===== src/rtl/mbinit_pkg.sv =====
// -----------------------------------------------------------------------------
// mbinit_pkg
// Shared definitions for the MBINIT substate sequencer:
//   - substate index constants, in the order the sequencer runs them
//   - sequencer state encoding
//   - default sideband message code width
// -----------------------------------------------------------------------------
package mbinit_pkg;

  localparam int MBINIT_MSG_W = 4;

  localparam logic [2:0] SUB_PARAM      = 3'd0;
  localparam logic [2:0] SUB_CAL        = 3'd1;
  localparam logic [2:0] SUB_REPAIRCLK  = 3'd2;
  localparam logic [2:0] SUB_REPAIRVAL  = 3'd3;
  localparam logic [2:0] SUB_REVERSALMB = 3'd4;
  localparam logic [2:0] SUB_REPAIRMB   = 3'd5;

  typedef enum logic [1:0] {
    IDLE  = 2'd0,
    RUN   = 2'd1,
    DONE  = 2'd2,
    ERROR = 2'd3
  } mbinit_state_e;

endpackage


===== src/rtl/mbinit_timeout_counter.sv =====
// -----------------------------------------------------------------------------
// mbinit_timeout_counter
// Per-substate watchdog. Counts enabled cycles and saturates at TO_CYCLES-1;
// o_expired is high while the count sits at that terminal value.
// Ports:
//   CLK        clock, posedge
//   rst_n      synchronous active-low reset
//   i_clear    synchronous clear (wins over i_enable)
//   i_enable   count this cycle
//   o_expired  terminal count reached
// -----------------------------------------------------------------------------
module mbinit_timeout_counter #(
  parameter int              TO_W      = 24,
  parameter logic [TO_W-1:0] TO_CYCLES = 24'd8000000
) (
  input  logic CLK,
  input  logic rst_n,
  input  logic i_clear,
  input  logic i_enable,
  output logic o_expired
);

  localparam logic [TO_W-1:0] TERM = TO_CYCLES - TO_W'(1);

  logic [TO_W-1:0] r_cnt;
  logic            w_expired;

  assign w_expired = (r_cnt == TERM);
  assign o_expired = w_expired;

  // Saturating cycle counter with synchronous clear.
  always_ff @(posedge CLK) begin
    if (!rst_n) begin
      r_cnt <= {TO_W{1'b0}};
    end else if (i_clear) begin
      r_cnt <= {TO_W{1'b0}};
    end else if (i_enable && !w_expired) begin
      r_cnt <= r_cnt + TO_W'(1);
    end else begin
      r_cnt <= r_cnt;
    end
  end

endmodule


===== src/rtl/mbinit_substate_sequencer.sv =====
// -----------------------------------------------------------------------------
// mbinit_substate_sequencer
// Runs the MBINIT substates in order (PARAM .. REPAIRMB), gives the active
// substate exclusive use of the sideband TX channel, merges error requests,
// applies a per-substate timeout and reports completion/error to the LTSM.
// Ports:
//   CLK, rst_n          clock / synchronous active-low reset
//   i_MBINIT_en         level: run MBINIT; low aborts to IDLE
//   i_sub_end           per-substate Module_end
//   i_sub_error_req     per-substate train_error_req
//   i_sub_tx_msg        per-substate TX code, sub k at [k*MSG_W +: MSG_W]
//   i_sub_tx_valid      per-substate TX valid
//   o_sub_en            cumulative enable (bit k high while k <= active idx)
//   o_sub_id            active substate index
//   o_TX_SbMessage      muxed TX code of active substate
//   o_ValidOutDatat     muxed TX valid of active substate
//   o_MBINIT_end        MBINIT complete
//   o_train_error_req   request TRAINERROR
//   o_timeout           error was caused by timeout (sticky until en drops)
// All outputs are registered from next state / next index.
// -----------------------------------------------------------------------------
module mbinit_substate_sequencer
  import mbinit_pkg::*;
#(
  parameter int              N_SUB     = 6,
  parameter int              MSG_W     = MBINIT_MSG_W,
  parameter int              TO_W      = 24,
  parameter logic [TO_W-1:0] TO_CYCLES = 24'd8000000
) (
  input  logic                   CLK,
  input  logic                   rst_n,
  input  logic                   i_MBINIT_en,
  input  logic [N_SUB-1:0]       i_sub_end,
  input  logic [N_SUB-1:0]       i_sub_error_req,
  input  logic [N_SUB*MSG_W-1:0] i_sub_tx_msg,
  input  logic [N_SUB-1:0]       i_sub_tx_valid,
  output logic [N_SUB-1:0]       o_sub_en,
  output logic [2:0]             o_sub_id,
  output logic [MSG_W-1:0]       o_TX_SbMessage,
  output logic                   o_ValidOutDatat,
  output logic                   o_MBINIT_end,
  output logic                   o_train_error_req,
  output logic                   o_timeout
);

  localparam logic [2:0] LAST_IDX = 3'(N_SUB - 1);

  mbinit_state_e    r_state, w_state_nxt;
  logic [2:0]       r_idx, w_idx_nxt;
  logic             w_advance;
  logic             w_to_hit;
  logic             w_expired;
  logic             w_cnt_clear;
  logic             w_cnt_enable;
  logic             w_timeout_nxt;
  logic [N_SUB-1:0] w_sub_en_nxt;
  logic [MSG_W-1:0] w_tx_msg_nxt;
  logic             w_tx_valid_nxt;

  logic [N_SUB-1:0] r_sub_en;
  logic [2:0]       r_sub_id;
  logic [MSG_W-1:0] r_tx_msg;
  logic             r_tx_valid;
  logic             r_mbinit_end;
  logic             r_train_err;
  logic             r_timeout;

  // Counter restarts on entry to RUN, on every index advance and on leaving RUN.
  assign w_cnt_clear  = (r_state != RUN) || (w_state_nxt != RUN) || w_advance;
  assign w_cnt_enable = (r_state == RUN);

  mbinit_timeout_counter #(
    .TO_W      (TO_W),
    .TO_CYCLES (TO_CYCLES)
  ) u_timeout (
    .CLK       (CLK),
    .rst_n     (rst_n),
    .i_clear   (w_cnt_clear),
    .i_enable  (w_cnt_enable),
    .o_expired (w_expired)
  );

  // Next state / next index. Only the active substate's end/error are looked at;
  // error beats end, end beats timeout, and a dropped enable beats everything.
  always_comb begin
    w_state_nxt = r_state;
    w_idx_nxt   = r_idx;
    w_advance   = 1'b0;
    w_to_hit    = 1'b0;
    if (!i_MBINIT_en) begin
      w_state_nxt = IDLE;
      w_idx_nxt   = SUB_PARAM;
    end else begin
      case (r_state)
        IDLE: begin
          w_state_nxt = RUN;
          w_idx_nxt   = SUB_PARAM;
        end
        RUN: begin
          if (i_sub_error_req[r_idx]) begin
            w_state_nxt = ERROR;
          end else if (i_sub_end[r_idx]) begin
            if (r_idx < LAST_IDX) begin
              w_idx_nxt = r_idx + 3'd1;
              w_advance = 1'b1;
            end else begin
              w_state_nxt = DONE;
            end
          end else if (w_expired) begin
            w_state_nxt = ERROR;
            w_to_hit    = 1'b1;
          end else begin
            w_state_nxt = RUN;
          end
        end
        DONE:    w_state_nxt = DONE;
        ERROR:   w_state_nxt = ERROR;
        default: begin
          w_state_nxt = IDLE;
          w_idx_nxt   = SUB_PARAM;
        end
      endcase
    end
  end

  // Output decode from the next state, so outputs move on the same edge as the state.
  always_comb begin
    w_sub_en_nxt   = {N_SUB{1'b0}};
    w_tx_msg_nxt   = {MSG_W{1'b0}};
    w_tx_valid_nxt = 1'b0;
    case (w_state_nxt)
      RUN: begin
        for (int k = 0; k < N_SUB; k++) begin
          w_sub_en_nxt[k] = (3'(k) <= w_idx_nxt);
        end
        w_tx_msg_nxt   = i_sub_tx_msg[int'(w_idx_nxt)*MSG_W +: MSG_W];
        w_tx_valid_nxt = i_sub_tx_valid[w_idx_nxt];
      end
      DONE:    w_sub_en_nxt = {N_SUB{1'b1}};
      default: w_sub_en_nxt = {N_SUB{1'b0}};
    endcase
  end

  // Sticky timeout flag, dropped only when MBINIT is disabled.
  always_comb begin
    if (!i_MBINIT_en) begin
      w_timeout_nxt = 1'b0;
    end else if (w_to_hit) begin
      w_timeout_nxt = 1'b1;
    end else begin
      w_timeout_nxt = r_timeout;
    end
  end

  // State, index and output registers.
  always_ff @(posedge CLK) begin
    if (!rst_n) begin
      r_state      <= IDLE;
      r_idx        <= SUB_PARAM;
      r_sub_en     <= {N_SUB{1'b0}};
      r_sub_id     <= 3'd0;
      r_tx_msg     <= {MSG_W{1'b0}};
      r_tx_valid   <= 1'b0;
      r_mbinit_end <= 1'b0;
      r_train_err  <= 1'b0;
      r_timeout    <= 1'b0;
    end else begin
      r_state      <= w_state_nxt;
      r_idx        <= w_idx_nxt;
      r_sub_en     <= w_sub_en_nxt;
      r_sub_id     <= (w_state_nxt == RUN) ? w_idx_nxt : 3'd0;
      r_tx_msg     <= w_tx_msg_nxt;
      r_tx_valid   <= w_tx_valid_nxt;
      r_mbinit_end <= (w_state_nxt == DONE);
      r_train_err  <= (w_state_nxt == ERROR);
      r_timeout    <= w_timeout_nxt;
    end
  end

  assign o_sub_en          = r_sub_en;
  assign o_sub_id          = r_sub_id;
  assign o_TX_SbMessage    = r_tx_msg;
  assign o_ValidOutDatat   = r_tx_valid;
  assign o_MBINIT_end      = r_mbinit_end;
  assign o_train_error_req = r_train_err;
  assign o_timeout         = r_timeout;

endmodule


===== config.mk =====
export PLATFORM = sky130hd
export DESIGN_NAME = mbinit_substate_sequencer
export DESIGN_NICKNAME = d
export VERILOG_FILES = /design/src/rtl/mbinit_pkg.sv /design/src/rtl/mbinit_timeout_counter.sv /design/src/rtl/mbinit_substate_sequencer.sv
export SDC_FILE = /design/constraint.sdc
export NUM_CORES = 1
export LEC_CHECK = 0
export BUFFER_PORTS_ARGS = -buffer_cell sky130_fd_sc_hd__buf_2
export CAP_MARGIN = 25
export CORE_MARGIN = 2
export CORE_UTILIZATION = 50
export DETAILED_ROUTE_END_ITERATION = 10
export PLACE_DENSITY = 0.89
export SKIP_LAST_GASP = 1
export SLEW_MARGIN = 10
export SYNTH_ARGS = -nofsm -noshare
export SYNTH_HDL_FRONTEND = slang
export SYNTH_HIERARCHICAL = 1
export SYNTH_SLANG_ARGS = --single-unit

===== constraint.sdc =====
create_clock -name CLK -period 3.1 [get_ports CLK]
set_clock_uncertainty 0.15 [all_clocks]
set_input_delay 0.465 -clock CLK [delete_from_list [all_inputs] [get_ports CLK]]
set_output_delay 0.465 -clock CLK [all_outputs]
set_load 0.05 [all_outputs]

---- Yosys cells after proc, flatten, opt, wreduce, memory -nomap -nowiden ----
Cells that the tools add are included.
Widths: inputs -> output; s select.
storage, ports and cells
  bits in registers ....................... 46
  bits in latches ......................... 0
  bits in writable memories ............... 0
  ROM bits ................................ 0
  input bits .............................. 45
  word-level logic and storage cells ...... 68
  memories ................................ 0
cells by class
  $add $sub $neg .......................... 2
  multiply operators ...................... 0
  divide/modulo/power cells ............... 0
  $lt $le $gt $ge ......................... 9
  equality and inequality tests ........... 9
  shift operators ......................... 1
  mux-type cells .......................... 28
  bitwise gates (word level) .............. 1
  reduce and logical (&&, ||, !) cells .... 8
operators by type and width
  operator               count
  $add 24x1->24 const B  1
  $eq 24x23->1 const B   1
  $shiftx 24x6->4        1
  $mux 1                 13
  $mux 3                 4
  $pmux 6 s2             1
  $mux 2                 5
  $bmux 1 s3             3
  $eq 2x2->1 const B     4
  $lt 3x4->1 const B     2
  $pmux 2 s4             1
  $le 1x3->1 const A     2
  $le 2x3->1 const A     2
  $le 3x3->1 const A     2
  $pmux 3 s2             1
  $eq 2x1->1 const B     2
  $ne 2x1->1 const B     2
  $reduce_and 2->1       2
  $add 3x1->3 const B    1
  $lt 3x3->1 const B     1
  $logic_not 2->1        1
  $logic_or 1x1->1       2
  $reduce_or 2->1        1
  $logic_and 1x1->1      1
  2 further kinds        2

---- Logic depth before layout (Yosys ltp) ----
Gate-level depths: netlist (run 1).
  depth after elaboration ................. 10
  gate-level depth with buffers ........... 14
  mapped depth without buffers ............ 13

---- Hierarchy ----
Netlist (run 1), hierarchy kept.
modules (own cells, without submodules)
  module                     instances  cells each  area each (um^2)  sequential area each (um^2)
  mbinit_substate_sequencer  1          204         1670.4            440.4
  mbinit_timeout_counter     1          143         1257.5            480.5

---- Worst setup path after synthesis (run 1) ----
OpenSTA, ideal clock, no wires.
  path kind ............................... reg2reg
  start ................................... register r_idx[0]
  end ..................................... register u_timeout.r_cnt[9]
  library setup time ...................... 0.059 ns
  data arrival time ....................... 3.161 ns
  data required time ...................... 2.891 ns
  setup slack ............................. -0.270 ns
  stages on the path, launching flop included .. 13
  buffers on the path ..................... 2
  cells stage by stage .................... dfxtp_1 buf_4 mux2_4 a222oi_1 clkbuf_1 nand2_1 o21a_1 inv_1 ha_1 o211ai_1 nand2b_1 or4_1 nand2_1
between the ends
  cells in the longest elaborated chain, start to end .. 10
  elaborated cells on any way between the ends .. 19
  classes of those cells .................. order compare (1); eq/ne (1); mux (14); reduce/logical (3)
ends and longest elaborated chain
  what                                             line                                                                RTL
  start: declaration                               mbinit_substate_sequencer.sv:49                                     logic [2:0] r_idx, w_idx_nxt;
  start signal: assignment                         mbinit_substate_sequencer.sv:169                                    r_idx <= w_idx_nxt;
  $lt 3x3->1 / $bmux 1 s3 (equally long branches)  mbinit_substate_sequencer.sv:103, mbinit_substate_sequencer.sv:102
  $mux 2 / $mux 1 (equally long branches)          mbinit_substate_sequencer.sv:103, mbinit_substate_sequencer.sv:102
  $mux 2                                           mbinit_substate_sequencer.sv:102                                    end else if (i_sub_end[r_idx]) begin
  $mux 2 *                                         mbinit_substate_sequencer.sv:100                                    if (i_sub_error_req[r_idx]) begin
  $pmux 2 s4 *                                     mbinit_substate_sequencer.sv:94                                     case (r_state)
  $mux 2 *                                         mbinit_substate_sequencer.sv:90                                     if (!i_MBINIT_en) begin
  named net w_state_nxt[1]                         mbinit_substate_sequencer.sv:48                                     mbinit_state_e r_state, w_state_nxt;
  $ne 2x1->1 *                                     mbinit_substate_sequencer.sv:69                                     assign w_cnt_clear = (r_state != RUN) || (w_state_nxt != RUN) || w_advance;
  $logic_or 1x1->1 * (2 in a row)                  mbinit_substate_sequencer.sv:69
  named net w_cnt_clear                            mbinit_substate_sequencer.sv:53                                     logic w_cnt_clear;
  $reduce_or 2->1 (no line) *                      n/a
  end signal: assignment                           mbinit_timeout_counter.sv:36                                        r_cnt <= {TO_W{1'b0}};
  end signal: assignment                           mbinit_timeout_counter.sv:38                                        r_cnt <= r_cnt + TO_W'(1);
  end signal: assignment                           mbinit_timeout_counter.sv:40                                        r_cnt <= r_cnt;
  end: declaration                                 mbinit_timeout_counter.sv:25                                        logic [TO_W-1:0] r_cnt;
Mark *: on every way through the listed nets, which the timed path passes. The rest lies on a longest branch. The select of a mux whose other input is x is not followed.
A chain may end at the register's enable or synchronous reset.

---- Worst setup path after layout (run 1) ----
  start ................................... register u_timeout.r_cnt[13]
  end ..................................... register r_sub_en[1], in the netlist o_sub_en[1]
between the ends
  cells in the longest elaborated chain, start to end .. 8
  elaborated cells on any way between the ends .. 9
  classes of those cells .................. eq/ne (3); mux (6)
ends and longest elaborated chain
  what                                             line                              RTL
  start signal: assignment                         mbinit_timeout_counter.sv:34      r_cnt <= {TO_W{1'b0}};
  start signal: assignment                         mbinit_timeout_counter.sv:36
  start signal: assignment                         mbinit_timeout_counter.sv:38
  $eq 24x23->1 *                                   mbinit_timeout_counter.sv:28      assign w_expired = (r_cnt == TERM);
  named net w_expired                              mbinit_substate_sequencer.sv:52   logic w_expired;
  $mux 2 *                                         mbinit_substate_sequencer.sv:109  end else if (w_expired) begin
  $mux 2 *                                         mbinit_substate_sequencer.sv:102
  $mux 2 *                                         mbinit_substate_sequencer.sv:100
  $pmux 2 s4 *                                     mbinit_substate_sequencer.sv:94
  $mux 2 *                                         mbinit_substate_sequencer.sv:90
  named net w_state_nxt[1]                         mbinit_substate_sequencer.sv:48
  $eq 2x2->1 / $eq 2x1->1 (equally long branches)  mbinit_substate_sequencer.sv:131  case (w_state_nxt)
  $pmux 6 s2 *                                     mbinit_substate_sequencer.sv:131
  end signal: assignment                           mbinit_substate_sequencer.sv:160  r_sub_en <= {N_SUB{1'b0}};
  end signal: assignment                           mbinit_substate_sequencer.sv:170  r_sub_en <= w_sub_en_nxt;
  end: declaration                                 mbinit_substate_sequencer.sv:60   logic [N_SUB-1:0] r_sub_en;
Mark *: on every way through the listed nets, which the timed path passes. The rest lies on a longest branch.

==> results of run 1 <==
layer usage:
metal | global-route usage [%] | part of all wire, %
met5 | 0 | 0
met3 | 3.71 | 4.8
met1 | 31.2 | 43
met2 | 40.3 | 50
met4 | 10.8 | 2.1
cells by family after synthesis:
kind of cell,count (synthesis),share of synthesized area (%)
AND/OR/NAND/NOR,149,28.3
flip-flops,46,31.5
adder cells (fa/ha/maj),5,2.14
multiplexers,12,5.21
AO/OA/AOI/OAI,94,24.9
buffers and inverters,29,4.36
XOR/XNOR,12,3.59
synth_stat cells, types with 3 or more instances:
cell / number / area [µm²]
sky130_fd_sc_hd__dfxtp_1: 46 / 921
sky130_fd_sc_hd__nand2_1: 34 / 128
sky130_fd_sc_hd__nor2_1: 28 / 105
sky130_fd_sc_hd__o211ai_1: 19 / 143
sky130_fd_sc_hd__and2_1: 18 / 113
sky130_fd_sc_hd__o21ai_0: 15 / 75.1
sky130_fd_sc_hd__a41oi_1: 14 / 123
sky130_fd_sc_hd__clkbuf_1: 13 / 48.8
sky130_fd_sc_hd__inv_1: 10 / 37.5
sky130_fd_sc_hd__o2111a_1: 10 / 113
sky130_fd_sc_hd__nand3_1: 9 / 45.0
sky130_fd_sc_hd__a21oi_1: 8 / 40.0
sky130_fd_sc_hd__nor2b_1: 8 / 50.1
sky130_fd_sc_hd__mux2i_1: 7 / 70.1
sky130_fd_sc_hd__nand4_1: 7 / 43.8
sky130_fd_sc_hd__nor3_1: 7 / 35.0
sky130_fd_sc_hd__or3_1: 7 / 43.8
sky130_fd_sc_hd__or4_1: 6 / 45.0
sky130_fd_sc_hd__xnor2_1: 6 / 52.6
sky130_fd_sc_hd__xor2_1: 6 / 52.6
sky130_fd_sc_hd__and3_1: 5 / 31.3
sky130_fd_sc_hd__and4_1: 5 / 43.8
sky130_fd_sc_hd__ha_1: 5 / 62.6
sky130_fd_sc_hd__o21ai_1: 5 / 25.0
sky130_fd_sc_hd__o21a_1: 4 / 30.0
sky130_fd_sc_hd__nor4_1: 3 / 18.8
sky130_fd_sc_hd__o31ai_1: 3 / 22.5
sky130_fd_sc_hd__or3b_2: 3 / 26.3
state kept, by name, summed over array words and instances (netlist names):
| register | count |
|---|---|
| u_timeout/r_cnt | 24 |
| o_sub_en | 6 |
| o_TX_SbMessage | 4 |
| o_sub_id | 3 |
| r_idx | 3 |
| r_state | 2 |
| o_MBINIT_end | 1 |
| o_ValidOutDatat | 1 |
| o_timeout | 1 |
| o_train_error_req | 1 |
layout by cell type, fill, tap and decap left out, types with 8 or more instances in the layout:
cell type,n
sky130_fd_sc_hd__a21oi_1,8
sky130_fd_sc_hd__a41oi_1,14
sky130_fd_sc_hd__and2_1,18
sky130_fd_sc_hd__buf_2,61
sky130_fd_sc_hd__buf_4,21
sky130_fd_sc_hd__dfxtp_1,45
sky130_fd_sc_hd__inv_1,9
sky130_fd_sc_hd__nand2_1,34
sky130_fd_sc_hd__nand3_1,8
sky130_fd_sc_hd__nor2_1,27
sky130_fd_sc_hd__nor2b_1,8
sky130_fd_sc_hd__o2111a_1,10
sky130_fd_sc_hd__o211ai_1,19
sky130_fd_sc_hd__o21ai_0,15
final timing paths:
check	startpoint	endpoint	slack, ps	depth (start not counted)
max	u_timeout/r_cnt[13]	o_sub_en[1]	130	12
min	i_sub_tx_valid[3]	o_ValidOutDatat	310	3
min reg2reg	o_timeout	o_timeout	340	2
max reg2reg	u_timeout/r_cnt[13]	o_sub_en[1]	130	12
area by class of cell:
type                       instances  area [µm²]  share of cell area, %
clock buffer                       6        82.6                   2.32
tap                               72        90.1                   2.53
inverter                          10        37.5                   1.05
clock inverter                     2        12.5                  0.352
timing repair buffer              82         463                   13.0
sequential                        46         925                   26.0
multi-input combinational        272        1950                   54.7
metrics by stage:
stage               cell area, µm²  total power [mW]
floorplan                     2960             0.718
global placement              3410             0.778
detailed placement            3410             0.782
CTS                           3520              1.16
global route                  3560              1.21
finish                        3560              1.16
power by group through the flow:
stage / Clock [mW] / Combinational (mW) / Sequential (mW)
finish: 0.385 / 0.173 / 0.601
global route: 0.416 / 0.188 / 0.602
CTS: 0.386 / 0.168 / 0.602
detailed placement: 0 / 0.167 / 0.616
global placement: 0 / 0.162 / 0.616
floorplan: 0 / 0.0828 / 0.635
tightest hold or removal path: cells and delay by family:
family                 cells  cell delay [ps]
AO/OA/AOI/OAI              1              140
buffers and inverters      1               70
multiplexers               1               50
repair_timing:
item	in CTS	in global routing
setup buffers	0	1
pin swaps	0	2
setup endpoints to repair	9	24
resized for setup	2	6
hold endpoints to repair	0	0
==> metrics list, run 1 <==
- The run finished with clean final reports.
* Synthesized area divided by synthesized cell count: 8.44 µm²
- The final count of hold timing violations was 0.
- Yosys mapped a number of flops with a built-in enable equal to 0.
* Global-route wire length before repair: 12.5 mm
* Sw Ratio: 26.8%
* Initial cell density of the core: a little over half
* Post-DR wirelength/cell: 15.6 µm
- The count of nets left with antenna violations once routing finished came out at 0.
* Slowest stage delay, CP: 420 ps
* Fin worst setup slack: 132 ps
- Number of nets produced by synthesis: 397
- Final core utilization: 63.8%
- In this run the worst path has a maximum fanout of 6.
- Fraction of the cycle the final worst path needs: 95.7%
- Including well taps, the total number of placed cells is about 480.
- Total half-perimeter wirelength after legalization and detailed placement: 5.74 mm
* Number of DRC violations after detailed-routing iteration 0: 241
- The internal power of the cells totals between 0.8 and 0.9 mW.
* Count of nets after finishing: about 470
- Remaining max-slew budget at the tightest pin: between 30% and 40%
- Critical Path AT: 3020 ps
* Peak supply drop: approximately 190 µV
- Cell Pwr Density: 326 mW/mm²
* Fmax: between 0.3 and 0.4 GHz
- The first detailed-routing pass ran for 6 iterations.
* Final setup violation count: 0
- Clock-pin slew was measured on the worst setup and hold paths at 90 ps.
- P_leak: between 1 and 1.5 nW
* Post-synth design cell area: 0.00293 mm²
* Sinks on the clock net: 46
* Cell-by-cell listing of the critical path: nor4b_4 > nand4_4 > nor4_4 > nor2_1 > a211oi_2 > o21a_1 > inv_2 > ha_4 > buf_4 > a41oi_1 > nor3_1 > a31o_2
* Aggregate global-route resource usage: 24.4%
- CTS Hold Buffers Added: 0
* Combined buffer and inverter count along the critical path: 2
- The setup path with the least slack is of type register to register.
* Final min period: a little under 3000 ps
* GR Overflow Total: 0
* Fraction of the yosys area taken by sequential cells: between 30% and 40%
- Number of input and output port buffers inserted: 61
* Number of maximum-capacitance violations: 0
- Antenna violations before repair: 0
- Number of warnings printed during yosys synthesis: 6
- Count of unresolved DRC violations after routing: 0
- Summed over all failing endpoints, the final setup total negative slack is 0 ps.
* Routed wire length: 7.66 mm
* Share of flip-flops with an asynchronous set or reset: 0%
- Count of pins on the block boundary: 62
- Entering global routing, the biggest net connects 21 pins.
- Count of final max-slew check failures: 0
* Category of the worst setup path launch point: register
- Critical path required time: 3150 ps
* Fraction of final layout cells with drive strength greater than 1: between 20% and 30%
- DR vias: 2991
* Clock tree from TritonCTS: done
* Worst slack at placement: -126 ps
* Part of the power in registers: between 50 and 60%
* Filler cells: 470
- Total Die Area: 0.00648 mm²
- Excluding fillers, the count of instances in the completed layout stands at 490.
- Area of the core: roughly 0.0056 mm²
* Cell with the biggest individual delay on the critical path: sky130_fd_sc_hd__nor4_4
* Vertical die dimension: 80.5 µm
- Primary FF master, synth: sky130_fd_sc_hd__dfxtp_1
- Psw: 0.311 mW
* Row count: 27
- Minimum hold slack: 314 ps
- Per report_power, the combinational group accounts for approximately 15% of the total.
* Floorplan die width: roughly 81 µm
- Yosys mapped the design onto 55 distinct sky130hd cell types.
- The number of antenna diodes in the final layout is 0.
- CTS built an H-tree with a depth of 2.
* Clock latency at the later pin of the worst-skew pair: approximately 300 ps
* Measured slew at the worst slew-check pin: just under 900 ps
* Vias per inst: 6.10
- From synthesis to final layout, the design area changed by 21.5%.
- Hold Path Class: input pin to register
* Part of the total power dissipated in the clock network: 33.2%
- Count of state elements after synthesis: 46
- The via count of the first global-routing pass came to 2797.
* Number of CTS-inserted buffers: 5
- Dominant delay contributor by cell family on the critical path: simple AND/OR/NAND/NOR gates
- The worst setup path is captured at a register.
- Clock tree root buffer cell: sky130_fd_sc_hd__clkbuf_8
- At the end of routability-driven placement, the weighted congestion stood at 0.916.
* CTS max path bufs: 2
- Synth Instances: approximately 350
No activity file was read; power rests on OpenSTA's default activity.
==> inputs of run 2 (changes only) <==
--- a/config.mk
+++ b/config.mk
@@ -8,12 +8,11 @@
 export BUFFER_PORTS_ARGS = -buffer_cell sky130_fd_sc_hd__buf_2
 export CAP_MARGIN = 25
 export CORE_MARGIN = 2
-export CORE_UTILIZATION = 50
+export CORE_UTILIZATION = 48
 export DETAILED_ROUTE_END_ITERATION = 10
-export PLACE_DENSITY = 0.89
+export PLACE_DENSITY = 0.76
 export SKIP_LAST_GASP = 1
 export SLEW_MARGIN = 10
 export SYNTH_ARGS = -nofsm -noshare
 export SYNTH_HDL_FRONTEND = slang
-export SYNTH_HIERARCHICAL = 1
 export SYNTH_SLANG_ARGS = --single-unit
==> run 2 against run 1 <==
Compared with the run above:
- worst setup slack improved by 130 ps
- highest routed layer unchanged
- utilization decreased by 3.2 points
- largest power group unchanged
- register-to-register slack gained 130 ps
- largest cell class unchanged
- die area down 8.8%
- sequential share of layout area grew 3.8 points
==> metrics list, run 2 <==
- Final setup violation count: 0 (unchanged)
- The post-DP HPWL is 4.28 mm (-25%).
- The total of fill cells in the finished design came to 485 (+3.2%).
- Crit path capture type: register
- Number of enable flip-flop cells after synthesis: 0 (unchanged)
- Number of global-route vias before repair: 2230 (-20%)
- P_leak: 1.17 nW (-20%)
- The total stage count of the critical path was 11 (-1).
- u_timeout.r_cnt holds more flip-flops than any other register.
- The antenna violation net count after detailed routing was 0 (unchanged).
- Clock latency at the later pin of the worst-skew pair: 300 ps (about the same)
* Number of input and output port buffers inserted: 61 (unchanged)
- The net switching component of the power came to 0.269 mW (-14%).
- The I/O pin total was 62 (unchanged).
* Synth cell types: 56 (+1.8%)
* Worst reg2reg startpoint: u_timeout.r_cnt[12]
- The areal power density over the cells came to 407 mW/mm² (+25%).
- The top fanout value on the critical path came to 7 (+1).
* Floorplan die width: 76.9 µm (-4.5%)
- The wire length of the first global-routing pass came to 9.89 mm (-21%).
- The delay of the slowest cell on the worst path is 420 ps (about the same).
* Fraction of the yosys area taken by sequential cells: 36.1% (+4.6 points)
* Clock-pin slew on the worst setup and hold paths: 80 ps (about the same)
- Initial cell density of the core: 50.0% (-2.6 points)
- Post-DR wirelength/cell: 13.5 µm (-14%)
* Part of the total power dissipated in the clock network: 42.8% (+9.6 points)
- The total standard cell area after synthesis came to 0.00255 mm² (-13%).
- The total cell area at the placement stage is 0.00295 mm² (-14%).
- The maximum frequency from static timing analysis came to 0.352 GHz (+4.4%).
* Critical path capture point: o_TX_SbMessage[0]
- The final standard cell area without fillers is 0.00310 mm² (-13%).
- The share of final-layout standard cells stronger than drive strength 1 is 26.6% (-1.1 points).
- The proportion of synthesized flip-flops having asynchronous set or reset came to 0% (unchanged).
- Total Die Area: 0.00591 mm² (-8.8%)
* Aggregate global-route resource usage: 20.4% (-4.0 points)
- The largest total area in the synthesized netlist belongs to sky130_fd_sc_hd__dfxtp_1.
* Area added between synthesis and finish: 21.4% (about the same)
- The library cell used most frequently in the layout, excluding fill and tap cells, is sky130_fd_sc_hd__buf_2.
- The pre-CTS worst setup slack came to 23.7 ps (+150 ps).
- PnR Total Power: 1.26 mW (+8.9%)
- DR vias: 2312 (-23%)
* Unrepaired setup endpoints after global routing: no
* Clock tree root buffer cell: sky130_fd_sc_hd__clkbuf_8
- Final hold violations: 0 (unchanged)
- Synthesized area divided by synthesized cell count: 8.86 µm² (+5.0%)
* Most frequent cells in the layout: 61 x sky130_fd_sc_hd__buf_2, 45 x sky130_fd_sc_hd__dfxtp_1, 31 x sky130_fd_sc_hd__nor2_1
- The top cell type's share of synthesized area came to 36.1% (+4.6 points).
- The part of the power in registers came to 47.6% (-4.3 points).
* Peak supply drop: 252 µV (+32%)
- Crit path launch: u_timeout.r_cnt[12]
* Combined buffer and inverter count along the critical path: 2 (unchanged)
- Primary FF master, synth: sky130_fd_sc_hd__dfxtp_1
- Antenna diode instance count: 0 (unchanged)
- Worst-case register-to-register setup slack: 260 ps (+130 ps)
- Vias per inst: 5.47 (-10%)
- The required time at the endpoint of the critical path was 3100 ps (-50 ps).
* Final min period: 2840 ps (-126 ps)
- Count of state elements after synthesis: 46 (unchanged)
- The height of the chip is 76.9 µm (-4.5%).
- STA classifies the critical path startpoint as a register.
- Pin count of the biggest net entering global routing: 27 (+29%)
- The depth of the worst register-to-register path came to 11 (-1).
- In this run the critical register-to-register path is captured at o_TX_SbMessage[0].
- Number of DRC violations after detailed-routing iteration 0: 127 (-47%)
* Internal power consumption: 0.993 mW (+17%)
- The worst path setup slack after routing was 258 ps (+126 ps).
- Synth Instances: 288 (-17%)
- The final hold slack is 312 ps (-1.95 ps).
- The number of buffers created by CTS is 5 (unchanged).
- Measured slew at the worst slew-check pin: 554 ps (-338 ps)
* Final core utilization: 60.7% (-3.2 points)
* Count of nets after finishing: 402 (-14%)
- Outcome: finished clean
- Critical Path AT: 2850 ps (-170 ps)
- Routed wire length: 5.69 mm (-26%)
* H-tree Lvls: 2 (unchanged)
- Sinks on the clock net: 46 (unchanged)
- CTS max path bufs: 2 (unchanged)
- The total iterations of the first detailed-routing run came to 4 (-2).
- Counting instances in the post-synthesis netlist gives the leading cell types as 46 x sky130_fd_sc_hd__dfxtp_1, 31 x sky130_fd_sc_hd__nor2_1, 20 x sky130_fd_sc_hd__nand2_1, 20 x sky130_fd_sc_hd__xnor2_1, 14 x sky130_fd_sc_hd__nor3_1.
- Walking the worst path, the cells encountered are nor4b_1 > nand4_1 > nor4_2 > o21ai_0 > a21oi_1 > inv_1 > ha_1 > and2_1 > buf_4 > o2111ai_1 > o221ai_1.
- Count of final max-slew check failures: 0 (unchanged)
* Dominant delay contributor by cell family on the critical path: simple AND/OR/NAND/NOR gates
- The switching share of power is 21.3% (-5.6 points).
- The part of the cycle the worst path needs came to 91.7% (-4.1 points).
- The setup path with the least slack is of type register to register.
* Row count: 26 (-3.7%)
- The combinational fraction of design power came to 9.6% (-5.3 points).
* Number of maximum-capacitance violations: 0 (unchanged)
* Count of unresolved DRC violations after routing: 0 (unchanged)
* Number of nets produced by synthesis: 338 (-15%)
- Buffer count from post-CTS setup fixing: 0 (unchanged)
* GP Congestion: 0.824 (-10%)
- Hold Path Class: input pin to register
* Remaining max-slew budget at the tightest pin: 62.5% (+23 points)
* Number of flip-flops under the largest register name: 24 (unchanged)
* Cell with the biggest individual delay on the critical path: sky130_fd_sc_hd__dfxtp_1
* Clock tree from TritonCTS: done
- The total number of yosys warnings came to 0 (-6).
* Most numerous cell in the Yosys netlist: sky130_fd_sc_hd__dfxtp_1
- The final global-route overflow total is 0 (unchanged).
- Antenna violations before repair: 0 (unchanged)
- The core region area is 0.00511 mm² (-8.4%).
- By area the synthesized netlist is led by sky130_fd_sc_hd__dfxtp_1 36%, sky130_fd_sc_hd__xnor2_1 6.9%, sky130_fd_sc_hd__mux2i_1 4.7%.
run 2: cell types whose count changed in the layout (fill, tap and decap cells not counted), sizes merged, moves of 9 or more:
cell	change
nand2	-13
o211ai	-19
o2111a	-10
xnor2	+14
and2	-10
buf	-10
o21ai	-9
a41oi	-14
run 2: what timing repair did:
item	4_1_cts	5_1_grt
resized for setup	0	2
hold buffers	0	0
endpoints found under the setup margin	0	34
run 2: area by class of cell:
cell class / instances / area (µm²) / area share (%)
tap: 70 / 87.6 / 2.83
clock buffer: 6 / 82.6 / 2.67
multi-input combinational: 215 / 1500 / 48.4
clock inverter: 2 / 60.1 / 1.94
sequential: 46 / 922 / 29.8
inverter: 12 / 45.0 / 1.45
timing repair buffer: 72 / 400 / 12.9
run 2: worst min path at each step:
| stage | from | end | cells past startpoint |
|---|---|---|---|
| final | rst_n | r_idx[1] | 2 |
| after global routing | rst_n | r_idx[1] | 2 |
| after CTS | rst_n | r_idx[1] | 2 |
| after detailed placement | u_timeout.r_cnt[19] | u_timeout.r_cnt[19] | 2 |
| after global placement | u_timeout.r_cnt[21] | u_timeout.r_cnt[21] | 2 |
| after floorplan | u_timeout.r_cnt[21] | u_timeout.r_cnt[21] | 2 |
run 2: per-layer routing:
layer	global-route usage, %	part of all wire [%]	vias up
met5	0	0	-
met4	7.09	1.8	0
met3	4.47	4.6	9
li1	-	-	1160
met2	36.7	50	61
met1	23.7	44	1082
run 2: cells by family after synthesis:
group           after synthesis  synth area share (%)
compound gates               49                  15.2
xor+xnor                     21                  7.21
fa+ha+maj                     5                  2.45
buf+inv                      27                  5.35
flops                        46                  36.1
mux                          15                  7.06
simple gates                125                  26.6
run 2: metrics by stage:
stage	setup TNS, ps	std cells
finish	0	423
CTS	0	423
global placement	0	415
floorplan	-485	288
global route	0	423
detailed placement	0	415
run 2: power groups by stage:
stage | registers, mW | clock network, mW | logic [mW]
6_report | 0.600 | 0.541 | 0.121
2_1_floorplan | 0.631 | 0 | 0.0545
3_5_place_dp | 0.614 | 0 | 0.121
4_1_cts | 0.600 | 0.551 | 0.121
3_3_place_gp | 0.614 | 0 | 0.119
5_1_grt | 0.601 | 0.572 | 0.134
